<file path="src/rtl/channel_sink_buffer_if.sv">
// Fabric-side and engine-side channel bundle for the sink buffer.
// The slave modport is the buffer's view; the master modport is the driving environment's view.
interface channel_sink_buffer_if #(
    parameter int DATA_WIDTH    = 32,
    parameter int DEPTH         = 8,
    parameter int LATENCY_WIDTH = 3
);
    localparam int CNT_W = $clog2(DEPTH) + 1;

    logic                     in_valid;
    logic [DATA_WIDTH-1:0]    in_data;
    logic                     in_ready;
    logic [LATENCY_WIDTH-1:0] in_latency;
    logic                     out_valid;
    logic [DATA_WIDTH-1:0]    out_data;
    logic                     out_ready;
    logic [CNT_W-1:0]         count;
    logic                     empty;

    modport master (
        output in_valid, in_data, out_ready,
        input  in_ready, in_latency, out_valid, out_data, count, empty
    );

    modport slave (
        input  in_valid, in_data, out_ready,
        output in_ready, in_latency, out_valid, out_data, count, empty
    );
endinterface

</file>
<file path="src/rtl/channel_sink_buffer.sv">
// Terminating sink of the switch channel network: a first-word-fall-through FIFO toward the engine,
// plus a registered, saturating occupancy metric returned upstream for routing decisions.
module channel_sink_buffer #(
    parameter int DATA_WIDTH    = 32,
    parameter int DEPTH         = 8,
    parameter int LATENCY_WIDTH = 3
) (
    input  logic                  clk,
    input  logic                  rst,
    channel_sink_buffer_if.slave  bus
);
    localparam int PTR_W   = $clog2(DEPTH);
    localparam int CNT_W   = PTR_W + 1;
    localparam int LAT_MAX = (1 << LATENCY_WIDTH) - 1;

    logic [DATA_WIDTH-1:0]    mem_q [DEPTH];
    logic [DATA_WIDTH-1:0]    mem_d [DEPTH];
    logic [PTR_W-1:0]         wr_ptr_q, wr_ptr_d;
    logic [PTR_W-1:0]         rd_ptr_q, rd_ptr_d;
    logic [CNT_W-1:0]         count_q, count_d;
    logic [LATENCY_WIDTH-1:0] in_latency_q, in_latency_d;
    logic                     full_s, nonempty_s, push_s, pop_s;

    function automatic logic [LATENCY_WIDTH-1:0] sat_latency(input logic [CNT_W-1:0] c);
        logic [LATENCY_WIDTH-1:0] r;
        if (int'(c) >= LAT_MAX) begin
            r = LATENCY_WIDTH'(LAT_MAX);
        end else begin
            r = LATENCY_WIDTH'(c);
        end
        return r;
    endfunction

    // Handshake qualification and next-state for storage, pointers, occupancy and latency metric.
    always_comb begin
        full_s       = (count_q == CNT_W'(DEPTH));
        nonempty_s   = (count_q != {CNT_W{1'b0}});
        push_s       = bus.in_valid && !full_s;
        pop_s        = bus.out_ready && nonempty_s;
        mem_d        = mem_q;
        wr_ptr_d     = wr_ptr_q;
        rd_ptr_d     = rd_ptr_q;
        count_d      = count_q;
        // The metric trails occupancy by one cycle; the fabric only uses it for next-cycle choices.
        in_latency_d = sat_latency(count_q);

        if (push_s) begin
            mem_d[wr_ptr_q] = bus.in_data;
            wr_ptr_d        = wr_ptr_q + PTR_W'(1);
        end else begin
            wr_ptr_d = wr_ptr_q;
        end

        if (pop_s) begin
            rd_ptr_d = rd_ptr_q + PTR_W'(1);
        end else begin
            rd_ptr_d = rd_ptr_q;
        end

        case ({push_s, pop_s})
            2'b10:   count_d = count_q + CNT_W'(1);
            2'b01:   count_d = count_q - CNT_W'(1);
            default: count_d = count_q;
        endcase
    end

    // Control state with synchronous reset; stored words are discarded by clearing occupancy.
    always_ff @(posedge clk) begin
        if (rst) begin
            wr_ptr_q     <= {PTR_W{1'b0}};
            rd_ptr_q     <= {PTR_W{1'b0}};
            count_q      <= {CNT_W{1'b0}};
            in_latency_q <= {LATENCY_WIDTH{1'b0}};
        end else begin
            wr_ptr_q     <= wr_ptr_d;
            rd_ptr_q     <= rd_ptr_d;
            count_q      <= count_d;
            in_latency_q <= in_latency_d;
        end
    end

    // Storage array; contents are meaningless unless covered by count, so no reset is needed.
    always_ff @(posedge clk) begin
        mem_q <= mem_d;
    end

    assign bus.in_ready   = !full_s;
    assign bus.out_valid  = nonempty_s;
    assign bus.out_data   = mem_q[rd_ptr_q];
    assign bus.count      = count_q;
    assign bus.empty      = !nonempty_s;
    assign bus.in_latency = in_latency_q;

    channel_sink_buffer_chk #(
        .DEPTH         (DEPTH),
        .LATENCY_WIDTH (LATENCY_WIDTH)
    ) u_chk (
        .clk        (clk),
        .rst        (rst),
        .push       (push_s),
        .pop        (pop_s),
        .count      (count_q),
        .in_latency (in_latency_q)
    );
endmodule

// Protocol and occupancy properties of the sink buffer.
module channel_sink_buffer_chk #(
    parameter int DEPTH         = 8,
    parameter int LATENCY_WIDTH = 3
) (
    input logic                       clk,
    input logic                       rst,
    input logic                       push,
    input logic                       pop,
    input logic [$clog2(DEPTH):0]     count,
    input logic [LATENCY_WIDTH-1:0]   in_latency
);
    localparam int LAT_MAX = (1 << LATENCY_WIDTH) - 1;

    logic                   prev_valid_q;
    logic [$clog2(DEPTH):0] prev_count_q;

    // Remember the occupancy the metric was loaded from on the previous edge.
    always_ff @(posedge clk) begin
        if (rst) begin
            prev_valid_q <= 1'b0;
            prev_count_q <= '0;
        end else begin
            prev_valid_q <= 1'b1;
            prev_count_q <= count;
        end
    end

    // Immediate checks evaluated on every non-reset edge.
    always_ff @(posedge clk) begin
        if (!rst) begin
            assert (!(push && (int'(count) == DEPTH)));
            assert (!(pop && (int'(count) == 0)));
            assert (int'(count) <= DEPTH);
            if (prev_valid_q) begin
                assert (int'(in_latency) ==
                        ((int'(prev_count_q) >= LAT_MAX) ? LAT_MAX : int'(prev_count_q)));
            end else begin
                assert (int'(in_latency) == 0);
            end
        end else begin
            assert (int'(count) <= DEPTH);
        end
    end
endmodule
</file>
<file path="src/flat_wrapper.sv">
// flat-port wrapper written by rule: the top's interface ports become plain ports
module channel_sink_buffer_flat 
#(
    parameter int DATA_WIDTH    = 32,
    parameter int DEPTH         = 8,
    parameter int LATENCY_WIDTH = 3
)
  (clk, rst, bus_in_valid, bus_in_data, bus_out_ready, bus_in_ready, bus_in_latency, bus_out_valid, bus_out_data, bus_count, bus_empty);
  channel_sink_buffer_if #(.DATA_WIDTH(DATA_WIDTH), .DEPTH(DEPTH), .LATENCY_WIDTH(LATENCY_WIDTH)) bus_i ();
  input  logic clk;
  input  logic rst;
  input wire logic [$bits(bus_i.in_valid)-1:0] bus_in_valid;
  input wire logic [$bits(bus_i.in_data)-1:0] bus_in_data;
  input wire logic [$bits(bus_i.out_ready)-1:0] bus_out_ready;
  output wire logic [$bits(bus_i.in_ready)-1:0] bus_in_ready;
  output wire logic [$bits(bus_i.in_latency)-1:0] bus_in_latency;
  output wire logic [$bits(bus_i.out_valid)-1:0] bus_out_valid;
  output wire logic [$bits(bus_i.out_data)-1:0] bus_out_data;
  output wire logic [$bits(bus_i.count)-1:0] bus_count;
  output wire logic [$bits(bus_i.empty)-1:0] bus_empty;
  assign bus_i.in_valid = bus_in_valid;
  assign bus_i.in_data = bus_in_data;
  assign bus_i.out_ready = bus_out_ready;
  assign bus_in_ready = bus_i.in_ready;
  assign bus_in_latency = bus_i.in_latency;
  assign bus_out_valid = bus_i.out_valid;
  assign bus_out_data = bus_i.out_data;
  assign bus_count = bus_i.count;
  assign bus_empty = bus_i.empty;
  channel_sink_buffer #(.DATA_WIDTH(DATA_WIDTH), .DEPTH(DEPTH), .LATENCY_WIDTH(LATENCY_WIDTH)) u_core (.clk(clk), .rst(rst), .bus(bus_i));
endmodule
</file>
<file path="config.mk">
export PLATFORM = sky130hd
export DESIGN_NAME = channel_sink_buffer_flat
export DESIGN_NICKNAME = d
export VERILOG_FILES = /design/src/rtl/channel_sink_buffer_if.sv /design/src/rtl/channel_sink_buffer.sv /design/src/flat_wrapper.sv
export SDC_FILE = /design/constraint.sdc
export NUM_CORES = 1
export LEC_CHECK = 0
export ABC_AREA = 1
export BUFFER_PORTS_ARGS = -buffer_cell sky130_fd_sc_hd__buf_2
export CORE_UTILIZATION = 35
export CTS_CLUSTER_DIAMETER = 50
export CTS_CLUSTER_SIZE = 25
export DETAILED_ROUTE_END_ITERATION = 6
export GPL_TIMING_DRIVEN = 0
export PLACE_DENSITY_LB_ADDON = 0.2
export RECOVER_POWER = 100
export SETUP_SLACK_MARGIN = 0.15
export SYNTH_ARGS = -nofsm -noshare
export SYNTH_HDL_FRONTEND = slang
export SYNTH_SLANG_ARGS = --single-unit
</file>
<file path="constraint.sdc">
create_clock -name clk -period 2.87 [get_ports clk]
set_input_delay 0 -clock clk [delete_from_list [all_inputs] [get_ports clk]]
set_output_delay 0 -clock clk [all_outputs]
set_load 0.01 [all_outputs]
</file>
==> impl_metrics.yaml <==
status:
  run_status: "complete, but fails checks"
  failed_checks: "DRC"
worst_setup_path:
  critPathCaptureType: "flip-flop"
  worst_r2r_startpoint: "u_core.bus.count[1]"
  critical_path.most_common_cell: "nand3_1"
  critical_path_type: "flip-flop to flip-flop"
  critical_path.max_stage_delay_ns: 0.97
  data_required_time_at_the_worst_endpoint_ns: 3.12
  cp-startpoint: "u_core.bus.count[1]"
  endpoint_arrival_time_on_the_critical_path_ns: 2.72
  path_buf_inv: 1
  cp_top_delay_family: "simple AND/OR/NAND/NOR gates"
  r2r_slack_ns: 0.40
  worst-path-max-fanout: 17
  worst_setup_sp_type: "flip-flop"
  crit_path_top_delay_cell: "nor2_2"
  timing.critical_path.cells: "nor2_1 -> nand3_1 -> nand3_1 -> nor2_2 -> buf_16"
placed_design:
  portBuffers: 76
  dp.final_hpwl_mm: 16.6
  post-place-cells: 1431
  placedInstanceArea_sq_um: 12000
  place_worst_setup_slack_ns: 0.540
  gpl.final_weighted_congestion: 0.756
route:
  drt-initial-drc-count: 471
  route.final.wire_length_mm: 25.8
  wire_per_inst_microns: 16.9
  drc_errors: 1
  postRouteAntennaNets: 0
  first_pass_iters: 7
  num_vias: 7057
  routed_via_density: 4.63
pwr:
  totalPowerFinal_mw: 11.8
  power.combinational.fraction: 0.272
  power_switching_share: 0.330
  power_density_nw_per_um2: 888
  netSwitchingPower_mw: 3.89
  internal_power_mw: 7.90
  share_clk_of_total_power: 0.333
  leakagePower_nw: 4.87
  worst_ir_drop_vdd_v: 0.000460
  seq_power_share: 0.395
floorplan:
  site_rows: 64
  floorplan.die.width_microns: 178
  fp.dieH_microns: 178
  ioPinCount: 78
  design.die.area_sq_um: 31700
  floorplan.initialDensity: 0.355
  placeable_core_region_sq_um: 30500
yosys:
  synth_top_area_cell: "edfxtp_1"
  synth_largest_type_area_fraction: 0.709
  yosysSeqAreaShare: 0.733
  ys_types: 21
  yosysWarningCount: 0
  syn-num-nets: 993
  avgSynthCellArea_sq_um: 11.4
  netlist_instances: 951
  mappedNetlistArea_sq_um: 10800
  synth_seq_cells: 269
  synth.area.top_cells: "edfxtp_1 (71%), nor2_1 (9.4%), nand2_1 (6.3%)"
sta:
  slew_viol_final: 0
  hold_ws_ns: 0.354
  final.setup.worst_slack_ns: 0.402
  layout_min_cycle_time_ns: 2.47
  grt_setup_unrepaired: "false"
  max_slew_margin: 0.226
  measured_slew_at_the_worst_slew_check_pin_ns: 1.16
  setup-violations-final: 0
  maxClockFrequency_ghz: 0.405
  clock_skew_ns: 0.00805
  finalCritPeriodShare: 0.860
  finalHoldViolations: 0
layout:
  final_nets: 1146
  area.sequential_sq_um: 7950
  final_cells: 1523
  multi_input_logic_area_sq_um: 2610
  post_route_cells_drive_above_1_share: 0.102
  fillers: 2853
  flow.area_growth_from_synthesis_pct: 22.5
  num_antenna_cells: 0
  final_cell_area_sq_um: 13300
clock_network:
  cts-buffers-inserted: 30
  clock_buffer_depth: 3
  cts_tree: "done"
  h-tree-depth: 1
  clock_latency_on_the_worst_skew_pair_ns: 0.55
  clkSinkCount: 269
  path_clk_slew_ns: 0.06
  cts_root_buffer: "clkbuf_16"
global_route:
  globalRouteTotalUtil: 0.169
  grt_pass1_wl_mm: 39.9
  antenna_found_initial: 0
  grt_remaining_overflow: 0
  pin_count_of_the_biggest_net_entering_global_routing: 25
  first_global_vias: 6892
worst_hold_path:
  timing.hold.worst.class: "input port to flip-flop"
  min_from: "bus_in_data[20]"
job:
  max_cap_violations: 0
registers in the layout (all words and copies together) (netlist names):
name                   cells
u_core.wr_ptr_q            3
u_core.bus.in_latency      3
u_core.mem_q             256
u_core.rd_ptr_q            3
u_core.bus.count           4
metrics by stage:
stage / utilization / TNS, ns
6_report: 0.435 / 0
5_1_grt: 0.435 / 0
4_1_cts: 0.439 / 0
3_5_place_dp: 0.392 / 0
3_3_place_gp: 0.384 / -271.69
2_1_floorplan: - / 0
worst paths after layout:
| path | end | cells after the start |
|---|---|---|
| worst max register to register | u_core.mem_q[19] | 5 |
| worst min register to register | u_core.wr_ptr_q[0] | 2 |
| worst max-delay path | u_core.mem_q[19] | 5 |
| worst min-delay path | u_core.mem_q[52] | 2 |
layer usage:
layer	share of wire	GRT usage	wire length (microns)	vias to the layer above
met5	0	0	0	-
met4	0.019	0.0399	479	0
met3	0.042	0.0258	1090	39
met2	0.49	0.289	12500	129
met1	0.45	0.224	11700	3342
li1	-	-	-	3547
cell families (layout without fill, tap and decap cells):
logic type / Yosys count / after routing / share of synthesized area
DFF: 269 / 269 / 0.733
AOI/OAI and AO/OA: 144 / 144 / 0.0665
xor gates and xnor gates: 2 / 2 / 0.00162
and+or+nand+nor: 461 / 461 / 0.161
buffers and inverters: 69 / 245 / 0.0305
adders and majority gates: 6 / 6 / 0.00762
final cells by class:
type,count,share of cell area
buffer,49,0.0190
multi-input combinational,613,0.197
clock inverter,23,0.0193
sequential,269,0.598
clock buffer,32,0.0587
inverter,20,0.00565
timing repair buffer,121,0.0649
tap,396,0.0373
synth_stat cells:
| cell | n |
|---|---|
| buf_1 | 11 |
| xnor2_1 | 1 |
| nand2_1 | 181 |
| ha_1 | 5 |
| edfxtp_1 | 256 |
| o21ai_0 | 106 |
| dfxtp_1 | 13 |
| inv_1 | 18 |
| clkbuf_1 | 12 |
| xor2_1 | 1 |
| nand3_1 | 7 |
| buf_2 | 11 |
| or2_2 | 1 |
| o21ai_1 | 28 |
| clkbuf_2 | 1 |
| inv_2 | 2 |
| fa_1 | 1 |
| buf_4 | 13 |
| a21oi_1 | 10 |
| buf_6 | 1 |
| nor2_1 | 272 |
timing repair:
action / in CTS / in global routing
gates resized for setup: 0 / 0
hold buffers: 37 / 0
endpoints found under the hold margin: 267 / 0
setup buffers: 0 / 0
power by group through the flow:
| stage | clock network, mW | registers, mW | logic, mW |
|---|---|---|---|
| floorplan | 0 | 4.76 | 2.02 |
| global route | 4.17 | 4.68 | 3.69 |
| finish | 3.92 | 4.66 | 3.21 |
| global placement | 0 | 4.77 | 3.20 |
| detailed placement | 0 | 4.75 | 3.30 |
| CTS | 4.01 | 4.66 | 3.36 |
cell usage in the layout (no fill, tap or decap), types with 4 or more instances in the layout:
master / n
nor2_1: 264
edfxtp_1: 256
nand2_1: 181
o21ai_0: 120
clkbuf_1: 72
dlygate4sd3_1: 37
clkbuf_16: 31
buf_2: 28
inv_1: 19
o21ai_1: 14
buf_4: 13
dfxtp_1: 13
buf_1: 11
a21oi_1: 10
nand3_1: 7
nor2_4: 6
clkinvlp_4: 6
ha_1: 5
buf_16: 5
inv_6: 4
inv_8: 4
Note: power is estimated with default switching activity, not from simulation.
